<file path="config.mk">
export PLATFORM = sky130hd
export DESIGN_NAME = generador_trafico
export DESIGN_NICKNAME = d
export VERILOG_FILES = /design/src/rtl/generador_trafico.sv
export SDC_FILE = /design/constraint.sdc
export NUM_CORES = 1
export LEC_CHECK = 0
export CAP_MARGIN = 25
export CORE_MARGIN = 2
export CORE_UTILIZATION = 30
export DETAILED_ROUTE_END_ITERATION = 8
export HOLD_SLACK_MARGIN = 0.06
export MAX_ROUTING_LAYER = met4
export PLACE_DENSITY = 0.57
export SYNTH_ARGS = -nofsm -noshare
export SYNTH_HDL_FRONTEND = slang
export SYNTH_SLANG_ARGS = --single-unit
export TNS_END_PERCENT = 100
</file>
<file path="constraint.sdc">
create_clock -name clk -period 8.1 [get_ports clk]
set_clock_uncertainty 0.15 [all_clocks]
set_input_delay 1.215 -clock clk [delete_from_list [all_inputs] [get_ports clk]]
set_output_delay 1.215 -clock clk [all_outputs]
set_load 0.01 [all_outputs]
</file>
<file path="src/rtl/generador_trafico.sv">
// Traffic source for the four switch input FIFOs: on start it pushes NUM_PKTS
// deterministic packets into every lane, each lane throttled by its own alm_full.
module generador_trafico #(
    parameter int NUM_PKTS = 8,
    parameter int DATA_W   = 10
) (
    input  logic              clk,
    input  logic              rst,
    input  logic              start,
    input  logic              alm_full_0,
    input  logic              alm_full_1,
    input  logic              alm_full_2,
    input  logic              alm_full_3,
    output logic              push_0,
    output logic              push_1,
    output logic              push_2,
    output logic              push_3,
    output logic [DATA_W-1:0] data_0,
    output logic [DATA_W-1:0] data_1,
    output logic [DATA_W-1:0] data_2,
    output logic [DATA_W-1:0] data_3,
    output logic              busy,
    output logic              done,
    output logic [4:0]        sent_0,
    output logic [4:0]        sent_1,
    output logic [4:0]        sent_2,
    output logic [4:0]        sent_3
);

    localparam int LANES  = 4;
    localparam int REM_W  = 7;
    localparam int SEQ_W  = 6;
    localparam int SENT_W = 5;

    typedef enum logic [1:0] {S_IDLE, S_RUN, S_DONE} state_t;

    state_t              r_state;
    state_t              w_state_nxt;
    logic [REM_W-1:0]    r_rem  [LANES];
    logic [SEQ_W-1:0]    r_seq  [LANES];
    logic [DATA_W-1:0]   r_data [LANES];
    logic [SENT_W-1:0]   r_sent [LANES];
    logic [LANES-1:0]    r_push;
    logic                r_done;

    logic [LANES-1:0]    w_alm_full;
    logic [LANES-1:0]    w_fire;
    logic [1:0]          w_dest     [LANES];
    logic [DATA_W-1:0]   w_pkt      [LANES];
    logic [2:0]          w_add      [LANES];
    logic [SENT_W:0]     w_sum      [LANES];
    logic [SENT_W-1:0]   w_sent_nxt [LANES];
    logic                w_all_empty;
    logic                w_load;

    assign w_alm_full = {alm_full_3, alm_full_2, alm_full_1, alm_full_0};

    always_ff @(posedge clk or negedge rst) begin
        if (!rst) begin
            r_state <= S_IDLE;
        end else begin
            r_state <= w_state_nxt;
        end
    end

    always_comb begin
        w_state_nxt = r_state;
        case (r_state)
            S_IDLE:  if (start) w_state_nxt = S_RUN;
            S_RUN:   if (w_all_empty) w_state_nxt = S_DONE;
            S_DONE:  w_state_nxt = S_IDLE;
            default: w_state_nxt = S_IDLE;
        endcase
    end

    always_comb begin
        w_load      = (r_state == S_IDLE) && start;
        w_all_empty = 1'b1;
        w_fire      = '0;
        for (int unsigned i = 0; i < LANES; i++) begin
            w_add[i] = '0;
            if (r_rem[i] != '0) w_all_empty = 1'b0;
            w_fire[i] = (r_state == S_RUN) && (r_rem[i] != '0) && !w_alm_full[i];
            w_dest[i] = r_seq[i][1:0] ^ 2'(i);
            w_pkt[i]  = DATA_W'({w_dest[i], 2'(i), r_seq[i]});
        end
        // Several lanes may hit the same destination in one cycle.
        for (int unsigned i = 0; i < LANES; i++) begin
            for (int unsigned d = 0; d < LANES; d++) begin
                if (w_fire[i] && (w_dest[i] == 2'(d))) w_add[d] = w_add[d] + 3'd1;
            end
        end
        for (int unsigned d = 0; d < LANES; d++) begin
            w_sum[d]      = {1'b0, r_sent[d]} + {3'b000, w_add[d]};
            w_sent_nxt[d] = w_sum[d][SENT_W] ? '1 : w_sum[d][SENT_W-1:0];
        end
    end

    always_ff @(posedge clk or negedge rst) begin
        if (!rst) begin
            r_push <= '0;
            r_done <= 1'b0;
            for (int unsigned i = 0; i < LANES; i++) begin
                r_rem[i]  <= '0;
                r_seq[i]  <= '0;
                r_data[i] <= '0;
                r_sent[i] <= '0;
            end
        end else begin
            r_push <= w_fire;
            r_done <= (r_state == S_RUN) && w_all_empty;
            for (int unsigned i = 0; i < LANES; i++) begin
                if (w_load) begin
                    r_rem[i]  <= REM_W'(NUM_PKTS);
                    r_seq[i]  <= '0;
                    r_sent[i] <= '0;
                end else begin
                    r_sent[i] <= w_sent_nxt[i];
                    if (w_fire[i]) begin
                        r_rem[i]  <= r_rem[i] - REM_W'(1);
                        r_seq[i]  <= r_seq[i] + SEQ_W'(1);
                        r_data[i] <= w_pkt[i];
                    end
                end
            end
        end
    end

    assign busy   = (r_state != S_IDLE);
    assign done   = r_done;
    assign push_0 = r_push[0];
    assign push_1 = r_push[1];
    assign push_2 = r_push[2];
    assign push_3 = r_push[3];
    assign data_0 = r_data[0];
    assign data_1 = r_data[1];
    assign data_2 = r_data[2];
    assign data_3 = r_data[3];
    assign sent_0 = r_sent[0];
    assign sent_1 = r_sent[1];
    assign sent_2 = r_sent[2];
    assign sent_3 = r_sent[3];

endmodule

</file>
==> reports/metrics.cfg, run 1 <==
[power]
switching_share_pct = 38.0
clkPwrFrac_pct = 18.4
seq_power_share_pct = 38.2
power_density_nw_per_um2 = 366
p_sw_w = 0.00102
ir_worst_vdd_mv = 0.107
power.internal_w = 0.00165
p_leak_nw = 3.42
p_comb_share_pct = 43.4

[min_path]
worstHoldStart = data_2[5]$_DFFE_PN0P_
hold_depth = 2
hp-class = flop to flop
hold_end = data_2[5]$_DFFE_PN0P_

[worst_setup_path]
r2r_start = r_rem[17]$_DFFE_PN0P_
rr_worst_depth = 14
worstPathMaxFanout = 22
worst_setup_path_start_kind = primary input
worstPathArrival_ps = 5290
timing.rr.end = sent_2[0]$_DFF_PN0_
cp-end-kind = flop
worstSetupPathType = primary input to flop
cp_data_required_time_ps = 8170
r2r_slack_ps = 3200

[grt]
grt_max_degree = 70
met2_usage_pct = 19.8
grt_busiest_layer = met2
grt_pass1_wl_mm = 22.0
track_usage_pct = 13.2
grt-ovfl-total = 0
grt_use_met1_pct = 18.0
antenna_found_initial = 0
grt_pass1_vias = 4136
grt_use_met3_pct = 3.34

[drt]
vias = 4358
detail-route-antenna-nets = 0
wl_per_cell_um = 13.8
routed_wl_mm = 13.1
via_per_inst = 4.60
route.detailed.drc = 0
drtIter0Drc = 262
firstDrtPassIters = 4

[floorplanning]
io-pin-count = 73
placementRows = 52
dieHeight_um = 147
die_w_um = 147
start_util_pct = 30.3
core_area_um2 = 20100
die-area_um2 = 21500

[cells_and_area]
areaGrowthSynthToFinish_pct = 19.7
diodes = 0
layout_common_cells = dfrtp_1 (110), nand2_1 (105), clkdlybuf4s50_1 (67)
layout_commonest_cell = dfrtp_1
drive_above_1_share_pct = 5.61
stdcell_area_um2 = 7300
n_fill_cell = 1992
fin_nets = 736

[cts]
post_cts_buffers = 0
numCtsBuffers = 9
hold_buffers = 0
cts_root_buf = clkbuf_16
clock_path_buffers = 2
cts_tree = built
clock_sinks = 110
clkLatencyLatePin_ps = 360
ctsResizeCount = 0
h-tree-depth = 3
clk_pin_slew_worst_paths_ps = 70

[place]
globalplace.congestion = 0.765
dp_hpwl_mm = 9.07
portBuffers = 68
placed_cell_area_um2 = 6970

[flow_run]
maxCapViolCount = 0

[logic_synthesis]
ys_ff_latch = 110
ys_seq_area_share_pct = 45.1
netlist_area_um2 = 6100
netlist_instances = 619
synth_edf_count = 0
synth_ff_type = dfrtp_1
async_flop_share_pct = 100
postSynthAreaPerCell_um2 = 9.85
synth_warnings = 0
ys_types = 60

[timing]
min_period_over_period_pct = 64.4
post-route-min-period_ps = 5220
fin_tns_setup_ps = 0
rsz0062_at_grt = no
setup-violations-final = 0
finalMaxSlewViolations = 0
relSlewSlack_pct = 39.2
max_freq_mhz = 192
tightest_slew_ps = 913
finalHoldViolCount = 0

[outcome]
status = finished, final reports clean

kinds of logic (layout without fill, tap and decap cells):
| kind of cell | count (synthesis) | after routing | share of synthesized area (%) |
|---|---|---|---|
| other | 1 | 4 | 0.0615 |
| AO/OA/AOI/OAI | 111 | 111 | 11.9 |
| AND/OR/NAND/NOR | 210 | 210 | 16.7 |
| multiplexers | 26 | 26 | 4.43 |
| buffers and inverters | 80 | 135 | 5.83 |
| flip-flops | 110 | 110 | 45.1 |
| adder cells (fa/ha/maj) | 57 | 57 | 12.2 |
| XOR/XNOR | 24 | 24 | 3.69 |
sequential cells by signal, indices dropped and copies added, names as in the netlist:
| register | flops |
|---|---|
| r_push | 4 |
| data_1 | 8 |
| sent_1 | 5 |
| sent_0 | 5 |
| r_seq | 24 |
| done | 1 |
| sent_3 | 5 |
| data_2 | 8 |
| sent_2 | 5 |
| r_rem | 28 |
| r_state | 2 |
| data_3 | 9 |
| data_0 | 6 |
cells in the mapped netlist (3+ instances only):
library cell | instances | area, um2
a211oi_1 | 4 | 30.0
a21o_1 | 4 | 30.0
a21oi_1 | 27 | 135
a31oi_1 | 7 | 43.8
and2_1 | 6 | 37.5
buf_2 | 5 | 25.0
buf_4 | 9 | 67.6
clkbuf_1 | 14 | 52.6
dfrtp_1 | 110 | 2750
fa_1 | 4 | 80.1
ha_1 | 53 | 663
inv_1 | 45 | 169
mux2_2 | 4 | 45.0
mux2i_1 | 21 | 210
nand2_1 | 106 | 398
nand2b_1 | 6 | 37.5
nand3_1 | 25 | 125
nand3b_1 | 4 | 30.0
nand4_1 | 7 | 43.8
nor2_1 | 13 | 48.8
nor2b_1 | 9 | 56.3
nor3_1 | 10 | 50.1
nor3b_1 | 3 | 22.5
o211ai_1 | 3 | 22.5
o211ai_2 | 4 | 50.1
o21a_1 | 5 | 37.5
o21ai_0 | 37 | 185
o31a_1 | 3 | 26.3
o31ai_1 | 5 | 37.5
or3_1 | 5 | 31.3
or4_1 | 5 | 37.5
xnor2_1 | 7 | 61.3
xor2_1 | 16 | 140
layer usage:
layer	vias up	share of wire, %
met4	0	0.87
met1	2076	50
met5	-	0
met3	8	3.6
li1	2211	-
met2	63	46
stage by stage:
stage          cells  setup slack (ps)  total power [W]  hold slack [ps]  utilization (%)
2_1_floorplan    622              3820          0.00174              295                -
3_3_place_gp     931              2500          0.00218              300             34.7
3_5_place_dp     931              2440          0.00220              309             34.7
4_1_cts          947              2810          0.00271              327             36.3
5_1_grt          947              2470          0.00291              349             36.3
6_report         947              2880          0.00267              323             36.3
critical path, stage by stage:
cell and delay (ps):
clkdlybuf4s50_1 510, a211o_1 530, clkinv_1 560, nand2_1 310
inv_1 90, ha_1 310, xnor2_1 250, ha_1 280
mux2_2 270, ha_1 260, a21o_1 170, a21oi_1 260
nand3b_1 190, a21oi_1 80
how the worst max path moves through the flow:
stage,from,end,slack [ps],cells after the start
2_1_floorplan,alm_full_1,sent_0[0]$_DFF_PN0_,3820,14
3_3_place_gp,alm_full_1,sent_2[0]$_DFF_PN0_,2500,14
3_5_place_dp,alm_full_1,sent_2[0]$_DFF_PN0_,2440,14
4_1_cts,alm_full_1,sent_2[0]$_DFF_PN0_,2810,14
5_1_grt,alm_full_1,sent_2[1]$_DFF_PN0_,2470,14
6_report,alm_full_1,sent_2[0]$_DFF_PN0_,2880,14
final cells by class:
cell class	instances	area [um2]	share of cell area, %
tap	270	338	4.63
sequential	110	2750	37.7
clock inverter	5	81.3	1.11
timing repair buffer	71	701	9.60
inverter	48	180	2.47
multi-input combinational	432	3000	41.1
clock buffer	11	243	3.33
power by group through the flow:
stage	Combinational, W	Sequential [W]	Clock, W
floorplan	0.000712	0.00103	0
global placement	0.00115	0.00103	0
detailed placement	0.00117	0.00103	0
CTS	0.00118	0.00102	0.000509
global route	0.00132	0.00106	0.000533
finish	0.00116	0.00102	0.000491
Note: power is estimated with default switching activity, not from simulation.
==> run 2: changes to the inputs <==
Settings changed: PLACE_DENSITY 0.57 to 0.59.
Clock period 8.1 ns to 4.21 ns, I/O delays scaled along.
==> run 2 against run 1 <==
Via count decreased by 0.21%. Sequential cell count unchanged. Sequential share of layout area shrank 0.42 points. Core utilization rose by 0.40 points. Register-to-register slack lost 2900 ps. Sequential power rose by 92%. Combinational power increased by 95%. Clock power rose by 78%. Hold slack got worse by 180 ps. Non-clock buffer count rose by 13. Highest routed layer unchanged.
==> reports/metrics.cfg, run 2 (synthesis results as in run 1) <==
[outcome]
status = finished, final reports clean

[place]
placed_cell_area_um2 = 7070
portBuffers = 68
dp_hpwl_mm = 9.35
globalplace.congestion = 0.783

[drt]
route.detailed.drc = 0
vias = 4349
routed_wl_mm = 12.9
drtIter0Drc = 134
firstDrtPassIters = 4
via_per_inst = 4.53
detail-route-antenna-nets = 0
wl_per_cell_um = 13.4

[cts]
clkLatencyLatePin_ps = 360
clock_sinks = 110
h-tree-depth = 3
cts_root_buf = clkbuf_16
cts_tree = built
clk_pin_slew_worst_paths_ps = 70
numCtsBuffers = 9
clock_path_buffers = 2
post_cts_buffers = 0

[worst_setup_path]
critPathMaxStageDelay_ps = 420
crit_buf_inv = 3
cp_num_cells = 16
rr_worst_depth = 16
cp_common_cell = ha_1
worstPathMaxFanout = 6
cp_data_required_time_ps = 4260
cp_top_family = adder cells
worstPathArrival_ps = 3970
crit_path_cell_trace = inv_1, ha_1, nor2b_1, a211o_1, clkinv_1, nand2_1, inv_1, ha_1, xnor2_1, ha_1, mux2_2, ha_1, a21o_1, a21oi_1, nand3b_1, a21oi_1
cp-end-kind = flop
worstSetupPathType = flop to flop
crit_slowest_cell = dfrtp_1
worst_setup_path_start_kind = flop

[cells_and_area]
largest_reg_flops = 28
fin_nets = 749
layout_commonest_cell = dfrtp_1
stdcell_area_um2 = 7380
drive_above_1_share_pct = 7.54
fin_util_pct = 36.7
layout_common_cells = dfrtp_1 (110), nand2_1 (106), clkdlybuf4s50_1 (67)
diodes = 0
areaGrowthSynthToFinish_pct = 21.0
top_register = r_rem

[floorplanning]
placementRows = 52
core_area_um2 = 20100
start_util_pct = 30.3
die_w_um = 147
io-pin-count = 73
dieHeight_um = 147
die-area_um2 = 21500

[flow_run]
maxCapViolCount = 0

[grt]
antenna_found_initial = 0
grt_pass1_wl_mm = 21.8
grt_max_degree = 50
grt-ovfl-total = 0
grt_pass1_vias = 4274
track_usage_pct = 13.0

[power]
power_density_nw_per_um2 = 690
ir_worst_vdd_mv = 0.313
p_leak_nw = 3.46

[timing]
relSlewSlack_pct = 44.5
rsz0062_at_grt = no
post-route-min-period_ps = 3920
finalHoldViolCount = 0
setup-violations-final = 0
tightest_slew_ps = 833
min_period_over_period_pct = 93.0
finalMaxSlewViolations = 0
max_freq_mhz = 255
fin_tns_setup_ps = 0

[min_path]
hp-class = primary input to async pin

run 2: metal layers:
layer	vias up	wire (um)	GRT usage, %
met5	-	0	-
met4	0	159	3.50
met3	11	392	2.84
met2	57	5800	20.0
met1	2055	6560	17.5
li1	2226	-	-
run 2: final timing paths:
path                                  startpoint               endpoint  slack [ps]
setup / recovery           r_rem[14]$_DFFE_PN0P_    sent_2[2]$_DFF_PN0_         290
min in group clk            r_seq[5]$_DFFE_PN0P_   r_seq[5]$_DFFE_PN0P_         320
hold reg to reg             r_seq[5]$_DFFE_PN0P_   r_seq[5]$_DFFE_PN0P_         320
setup reg to reg           r_rem[14]$_DFFE_PN0P_    sent_2[2]$_DFF_PN0_         290
hold / removal                               rst  data_3[7]$_DFFE_PN0P_         140
max in group asynchronous                    rst    sent_2[3]$_DFF_PN0_        2870
run 2: worst register-to-register path, cell delays in order (launching register included):
cell and delay [ps]:
dfrtp_1 420, inv_1 100, ha_1 180, nor2b_1 190, a211o_1 180, clkinv_1 180, nand2_1 200, inv_1 90
ha_1 310, xnor2_1 240, ha_1 280, mux2_2 270, ha_1 270, a21o_1 170, a21oi_1 260, nand3b_1 190
a21oi_1 80
run 2: through the flow:
stage	hold slack, ps	setup WS (ps)	total power (W)	instances
floorplan	186	371	0.00335	622
global placement	300	110	0.00422	944
detailed placement	306	47.2	0.00426	944
CTS	168	208	0.00516	960
global route	195	18.2	0.00554	960
finish	140	294	0.00509	960
run 2: power by group:
part	internal, W	switching [W]	leakage (nW)
sequential	0.00152	0.000436	1.33
clock	0.000466	0.000406	0.139
combinational	0.00115	0.00112	1.99
run 2: what timing repair did:
action / CTS / global route
endpoints found under the setup margin: 0 / 12
resized for setup: 0 / 2
hold buffers: 0 / 0
run 2: layout make-up:
class	count	area, um2
Clock buffer	10	229
Clock inverter	6	71.3
Fill cell	2019	12700
Inverter	48	180
Multi-Input combinational cell	432	3010
Sequential cell	110	2750
Tap cell	270	338
Timing Repair Buffer	84	798
